$ cat src/rtl/cube_color_ctrl.sv
`default_nettype none
// ============================================================================
// Module      : cube_color_ctrl
// Description : Tracks the top colour of the 28 pyramid cubes. Qbert and
//               fantome landing requests are arbitrated round-robin, checked
//               for a one-hot position and applied one at a time. The block
//               keeps a running count of cubes at 1 and pulses win_pulse once
//               when all 28 cubes are set.
//               Optional feature: define CUBE_COLOR_FANTOME_EN to arbitrate
//               the fantome requester. When it is undefined, only Qbert is
//               granted and ft_land_ready stays low.
// Ports       : CLK_33         - single clock, rising edge
//               reset          - asynchronous active-low reset
//               qb_land_*      - Qbert landing valid/ready/one-hot position
//               ft_land_*      - fantome landing valid/ready/one-hot position
//               mode           - 0 = Qbert sets cube, 1 = Qbert toggles cube
//               clear          - synchronous level restart (top priority)
//               color_state    - per-cube top colour
//               cubes_done     - number of cubes at 1 (0..28)
//               win_pulse      - one-cycle pulse after the last cube is set
//               busy           - FSM not idle
//               pos_err        - sticky: an accepted position was not one-hot
// Revision    : 1.0 - initial release
// ============================================================================
module cube_color_ctrl (
  input  logic        CLK_33,
  input  logic        reset,
  input  logic        qb_land_valid,
  input  logic [27:0] qb_land_pos,
  output logic        qb_land_ready,
  input  logic        ft_land_valid,
  input  logic [27:0] ft_land_pos,
  output logic        ft_land_ready,
  input  logic        mode,
  input  logic        clear,
  output logic [27:0] color_state,
  output logic [4:0]  cubes_done,
  output logic        win_pulse,
  output logic        busy,
  output logic        pos_err
);

  localparam logic [4:0] c_ALL_DONE = 5'd28;

  typedef enum logic [1:0] {
    IDLE  = 2'd0,
    CHECK = 2'd1,
    APPLY = 2'd2,
    WIN   = 2'd3
  } state_t;

  state_t      r_state;
  state_t      w_next;
  logic [27:0] r_pos;
  logic        r_is_qb;
  logic        r_new_bit;
  logic        r_last_qb;      // 1 = last grant went to Qbert
  logic        r_win_seen;
  logic [27:0] r_color_state;
  logic [4:0]  r_cubes_done;
  logic        r_win_pulse;
  logic        r_pos_err;

  logic        w_ft_valid;
  logic [27:0] w_ft_pos;
  logic        w_grant_qb;
  logic        w_grant_ft;
  logic        w_onehot;
  logic        w_old_bit;
  logic [4:0]  w_count_next;

`ifdef CUBE_COLOR_FANTOME_EN
  assign w_ft_valid = ft_land_valid;
  assign w_ft_pos   = ft_land_pos;
`else
  // Fantome inputs are kept on the port list but have no effect.
  logic w_unused_ft;
  assign w_unused_ft = ^{ft_land_valid, ft_land_pos};
  assign w_ft_valid  = 1'b0;
  assign w_ft_pos    = 28'd0;
`endif

  assign w_onehot  = (r_pos != 28'd0) && ((r_pos & (r_pos - 28'd1)) == 28'd0);
  assign w_old_bit = |(r_color_state & r_pos);

  // Incremental count: only a real 0->1 or 1->0 change moves it, which keeps
  // it inside 0..28 without a popcount.
  always_comb begin
    w_count_next = r_cubes_done;
    if (r_new_bit && !w_old_bit) begin
      w_count_next = r_cubes_done + 5'd1;
    end else if (!r_new_bit && w_old_bit) begin
      w_count_next = r_cubes_done - 5'd1;
    end
  end

  // FSM state register
  always_ff @(posedge CLK_33 or negedge reset) begin
    if (!reset) begin
      r_state <= IDLE;
    end else begin
      r_state <= w_next;
    end
  end

  // FSM next state and grants. Grants are held off during reset and during
  // a clear cycle so that no transfer can coincide with a restart.
  always_comb begin
    w_next     = r_state;
    w_grant_qb = 1'b0;
    w_grant_ft = 1'b0;
    if (reset && !clear && (r_state == IDLE)) begin
      if (qb_land_valid && w_ft_valid) begin
        if (r_last_qb) begin
          w_grant_ft = 1'b1;
        end else begin
          w_grant_qb = 1'b1;
        end
      end else if (qb_land_valid) begin
        w_grant_qb = 1'b1;
      end else if (w_ft_valid) begin
        w_grant_ft = 1'b1;
      end
    end
    case (r_state)
      IDLE:    if (w_grant_qb || w_grant_ft) w_next = CHECK;
      CHECK:   w_next = w_onehot ? APPLY : IDLE;
      APPLY:   w_next = (w_count_next == c_ALL_DONE) ? WIN : IDLE;
      WIN:     w_next = WIN;
      default: w_next = IDLE;
    endcase
    if (clear) begin
      w_next = IDLE;
    end
  end

  // Datapath
  always_ff @(posedge CLK_33 or negedge reset) begin
    if (!reset) begin
      r_pos         <= 28'd0;
      r_is_qb       <= 1'b0;
      r_new_bit     <= 1'b0;
      r_last_qb     <= 1'b0;
      r_win_seen    <= 1'b0;
      r_color_state <= 28'd0;
      r_cubes_done  <= 5'd0;
      r_win_pulse   <= 1'b0;
      r_pos_err     <= 1'b0;
    end else if (clear) begin
      r_win_seen    <= 1'b0;
      r_color_state <= 28'd0;
      r_cubes_done  <= 5'd0;
      r_win_pulse   <= 1'b0;
      r_pos_err     <= 1'b0;
    end else begin
      // Pulse on the first cycle spent in WIN, once per entry.
      r_win_pulse <= (r_state == WIN) && !r_win_seen;
      r_win_seen  <= (r_state == WIN);
      case (r_state)
        IDLE: begin
          if (w_grant_qb || w_grant_ft) begin
            r_pos     <= w_grant_qb ? qb_land_pos : w_ft_pos;
            r_is_qb   <= w_grant_qb;
            r_last_qb <= w_grant_qb;
          end
        end
        CHECK: begin
          if (w_onehot) begin
            r_new_bit <= r_is_qb ? (mode ? ~w_old_bit : 1'b1) : 1'b0;
          end else begin
            r_pos_err <= 1'b1;
          end
        end
        APPLY: begin
          r_color_state <= r_new_bit ? (r_color_state | r_pos)
                                     : (r_color_state & ~r_pos);
          r_cubes_done  <= w_count_next;
        end
        default: ;
      endcase
    end
  end

  assign qb_land_ready = w_grant_qb;
  assign ft_land_ready = w_grant_ft;
  assign color_state   = r_color_state;
  assign cubes_done    = r_cubes_done;
  assign win_pulse     = r_win_pulse;
  assign pos_err       = r_pos_err;
  assign busy          = (r_state != IDLE);

endmodule
`default_nettype wire

$ cat config.mk
export PLATFORM = sky130hd
export DESIGN_NAME = cube_color_ctrl
export DESIGN_NICKNAME = d
export VERILOG_FILES = /design/src/rtl/cube_color_ctrl.sv
export SDC_FILE = /design/constraint.sdc
export NUM_CORES = 1
export LEC_CHECK = 0
export ABC_AREA = 0
export ABC_CLOCK_PERIOD_IN_PS = 4300
export CAP_MARGIN = 5
export CORE_MARGIN = 8
export CORE_UTILIZATION = 29
export CTS_BUF_LIST = sky130_fd_sc_hd__clkbuf_8
export DETAILED_ROUTE_END_ITERATION = 8
export SYNTH_ARGS = -nofsm -noshare
export SYNTH_HDL_FRONTEND = slang
export SYNTH_SLANG_ARGS = --single-unit
$ cat constraint.sdc
create_clock -name CLK_33 -period 4.3 [get_ports CLK_33]
set_clock_uncertainty 0.2 [all_clocks]
set_input_delay 0.86 -clock CLK_33 [delete_from_list [all_inputs] [get_ports CLK_33]]
set_output_delay 0.86 -clock CLK_33 [all_outputs]
set_load 0.05 [all_outputs]
Word level (Yosys, flattened, before mapping)
Index checks and enable logic that the tools add are counted.
{"block": "classes", "reduce_logical": 20, "n_addsub": 3, "muxes": 21, "n_eq_ne": 6, "bitwise_logic": 7}
{"cell": "$and 28x28->28", "n": 3}
{"cell": "$mux 28", "n": 3}
{"cell": "$logic_not 28->1", "n": 1}
{"cell": "$not 28->28", "n": 1}
{"cell": "$or 28x28->28", "n": 1}
{"cell": "$reduce_bool 28->1", "n": 1}
{"cell": "$reduce_or 28->1", "n": 1}
{"cell": "$sub 28x1->28 const B", "n": 1}
{"cell": "$mux 5", "n": 4}
{"cell": "$mux 1", "n": 9}
{"cell": "$mux 2", "n": 4}
{"cell": "$pmux 2 s4", "n": 1}
{"cell": "$logic_and 1x1->1", "n": 6}
{"cell": "$reduce_and 3->1", "n": 2}
{"cell": "$reduce_bool 2->1", "n": 3}
{"cell": "$add 5x1->5 const B", "n": 1}
{"cell": "$eq 5x5->1 const B", "n": 1}
{"cell": "$sub 5x1->5 const B", "n": 1}
{"cell": "$eq 2x2->1 const B", "n": 2}
{"cell": "$logic_not 1->1", "n": 4}
{"cell": "$ne 3x3->1 const B", "n": 1}
{"cell": "$eq 2x1->1 const B", "n": 1}
{"cell": "$logic_not 2->1", "n": 1}
{"cell": "$ne 2x2->1 const B", "n": 1}
{"cell": "2 further kinds", "n": 3}
{"block": "word_totals", "input_bits": 62, "output_inout_bits": 38, "regBits": 68, "wordCells": 66}

Longest topological paths before layout
{"block": "logic_depth", "depth_word": 9, "depth_mapped": 8, "depth_no_buf": 8}

Worst setup path after synthesis
No wires, ideal clock.
{"block": "synth_timing", "path_kind": "reg-to-reg", "start": "reg r_pos[2]", "end": "reg r_new_bit", "period_less_slack_ps": 3122, "t_arrival_ps": 2795, "setup_ps": 126, "slack_ps": 1178, "stages_incl_launch_ff": 9, "path_buffers": 1, "t_required_ps": 3974, "cell_sequence": "dfrtp_1 buf_6 or4_4 or4_4 or4_4 o311ai_2 o21ai_2 or4_4 mux2i_1"}
{"block": "synth_via", "elab_chain_len": 5, "elab_cells_between_ends": 11, "classes_between": "add/sub (1); mux (2); bitwise (3); reduce/logical (5)"}
{"item": "start, declared", "line": "54", "text": "logic [27:0] r_pos;"}
{"item": "start signal, assigned", "line": "162", "text": "r_pos <= w_grant_qb ? qb_land_pos : w_ft_pos;"}
{"item": "$sub 28x1->28 or $and 28x28->28 (tied branches)", "line": "83, 84"}
{"item": "$and 28x28->28 or $reduce_or 28->1 (tied branches)", "line": "83, 84"}
{"item": "$logic_not 28->1 or $not 1->1 (tied branches)", "line": "83, 169"}
{"item": "$logic_and 1x1->1 or $mux 1 (tied branches)", "line": "83, 169"}
{"item": "$reduce_and 3->1 (no line) or $mux 1 (tied branches)"}
{"item": "end signal, assigned", "line": "169", "text": "r_new_bit <= r_is_qb ? (mode ? ~w_old_bit : 1'b1) : 1'b0;"}
{"item": "end, declared", "line": "56", "text": "logic r_new_bit;"}
Several ways; a longest one is shown, not always the timed one.
A chain may end at the register's enable or synchronous reset.

Worst setup path in the final report
{"block": "layout_timing", "start": "reg r_pos[3]", "end": "reg r_new_bit"}
The elaborated chain is that of the path after synthesis.

==> results.json <==
{
  "cp-end-kind": "register",
  "cts_setup_buffers": 0,
  "clk_latency_ps": 340,
  "synth.cell_area_sq_um": 3571,
  "slew_viol_final": 0,
  "antenna_cells": 0,
  "grt_start_max_net_pins": 69,
  "synth_edf_count": 0,
  "num_rows": 40,
  "cts_inserted_buffers": 9,
  "final_area_sq_um": 4568,
  "initial_utilization_pct": 29.73,
  "synth-seq-cells": 68,
  "die_y_um": 127.0,
  "yosysTopAreaCell": "dfrtp_1",
  "cts.sinks": 68,
  "drt_iter0_drc": 314,
  "dpl_worst_slack_ps": 980.3,
  "layout_common_cells": "nand2_1, dfrtp_1, clkdlybuf4s50_1, a21oi_1, nand3_1",
  "p_per_area_nw_per_um2": 329.5,
  "tritoncts": "done",
  "overflow": 0,
  "ctsRootBufferMaster": "clkbuf_8",
  "async_reset_ff_share_pct": 100.0,
  "synth.net_count": 442,
  "ctsHoldBuffers": 0,
  "drc": 0,
  "leakagePower_nw": 1.783,
  "grt_first_pass_wirelength_um": 16590,
  "gp_congestion": 0.7600,
  "setup-tns-final_ps": 0,
  "reg2regPathDepth": 7,
  "antenna_found_initial": 0,
  "fin_crit_ps": 3358,
  "grt_pass1_vias": 3114,
  "startpoint_type": "register",
  "cts_resized": 0,
  "placed_area_sq_um": 4387,
  "port_buffers": 69,
  "final_hold_viol_count": 0,
  "cp_max_fo": 8,
  "vias": 3044,
  "hpwl_um": 7141,
  "dieWidth_um": 127.0,
  "synth_top_area_share_pct": 47.65,
  "slew_headroom_pct": 41.13,
  "synth.distinct_cells": 43,
  "viasPerCell": 5.177,
  "slowest_delay_ps": 720,
  "critical_path_arrival_ps": 3380,
  "status": "completed",
  "yosys_warnings": 0,
  "dr.pass1.iters": 4,
  "syn2layout_area_growth_pct": 27.93,
  "track_usage_pct": 12.80,
  "worstPathRequired_ps": 4320,
  "fmax_mhz": 297.8,
  "core_area_sq_um": 12010,
  "peakVddDrop_v": 0.0001336,
  "path_clk_slew_ps": 70,
  "critPathSlowestCell": "or4b_2",
  "tightest_slew_ps": 883.0,
  "rsz0062_at_grt": "no",
  "wl_per_cell_um": 16.96,
  "fin_ws_ps": 942.0,
  "synth.avg_cell_area_sq_um": 9.447,
  "antenna_left": 0,
  "finalCritPeriodShare_pct": 78.09,
  "htreeDepth": 3,
  "drv_cap": 0,
  "worstSetupPathType": "reg2reg",
  "yosysSeqAreaShare_pct": 47.65,
  "dieArea_sq_um": 16120,
  "drt-total-wl_um": 9972,
  "io_pins": 100,
  "layout.nets": 500,
  "crit_chain": "nor4_1 -> nand4b_1 -> or4b_2 -> a311oi_1 -> o21ai_2 -> or4_4 -> mux2i_1",
  "setup_viol": 0,
  "mostFrequentLayoutCell": "nand2_1",
  "cts_buffer_depth": 2,
  "drive_gt1_share_pct": 15.87,
  "syn_inst": 378,
  "holdPathStages": 1,
  "synth_ff_type": "dfrtp_1",
  "hold_class": "reg2reg",
  "synthTopCellsByArea": "dfrtp_1, mux2_2, nand2_1"
}
[state kept, by name (all words and copies together) (netlist names)]
name         count
r_new_bit        1
cubes_done       5
win_pulse        1
color_state     28
r_state          2
r_is_qb          1
r_win_seen       1
r_pos           28
pos_err          1
[worst paths after layout]
check                                  end  startpoint  slack [ps]
max                              r_new_bit    r_pos[3]         940
min                              win_pulse  r_win_seen         210
max reg2reg                      r_new_bit    r_pos[3]         940
min reg2reg                      win_pulse  r_win_seen         210
max in group asynchronous  color_state[15]       reset        2790
min in group asynchronous    cubes_done[1]       reset         540
[cell usage after synthesis, types with 3 or more instances]
library cell / n
or4_4: 4
dfrtp_1: 68
mux2i_1: 9
or2_2: 4
nor4_1: 3
inv_1: 6
nand2_1: 69
clkbuf_1: 24
nand4_1: 7
buf_4: 3
nor3_1: 3
or3_1: 7
nand2b_1: 3
xor2_1: 4
nand3_1: 32
a21oi_1: 33
o21ai_0: 7
nor2_1: 19
a22oi_1: 14
mux2_2: 28
[critical path, delay by kind of cell (launching register included)]
family / cells / cell delay (ps)
compound gates: 2 / 490
flops: 1 / 460
mux: 1 / 130
simple gates: 4 / 1950
[power breakdown]
part	leakage, nW	switching [mW]	internal [mW]
combinational	0.797	0.0842	0.119
clock	0.106	0.233	0.250
sequential	0.880	0.123	0.696
total	1.78	0.441	1.06
[layout make-up]
class	instances	area (sq um)
clock inverter	4	16.27
multi-input combinational	275	1730
tap	147	183.9
clock buffer	12	165.2
inverter	6	22.52
fill	1220	7443
sequential	68	1702
timing repair buffer	76	748.2
[cell families (layout without fill, tap and decap cells)]
kind of cell / Yosys count / count (layout) / synth area share [%]
fa+ha+maj: 3 / 3 / 0.9810
other cells: 1 / 1 / 0.1050
buf+inv: 35 / 98 / 4.240
mux: 37 / 37 / 11.35
simple gates: 160 / 160 / 21.97
flops: 68 / 68 / 47.65
xor+xnor: 6 / 6 / 1.472
compound gates: 68 / 68 / 12.23
[per-stage QoR]
stage	std cells	utilization [%]	hold WS (ps)	total power [mW]
after detailed placement	572	36.52	202.9	1.036
final	588	38.03	212.6	1.505
after global routing	588	38.03	234.9	1.588
after CTS	588	38.03	213.9	1.525
after floorplan	378	-	178.5	0.9423
after global placement	572	36.52	191.2	1.025
[routing by layer]
layer,track usage [%],wire length (um),vias to the layer above
met5,0,0,-
met3,3.645,700,15
met4,4.549,182,0
li1,-,-,1450
met1,16.72,4537,1495
met2,19.71,4551,84
No activity file was read; power rests on OpenSTA's default activity.
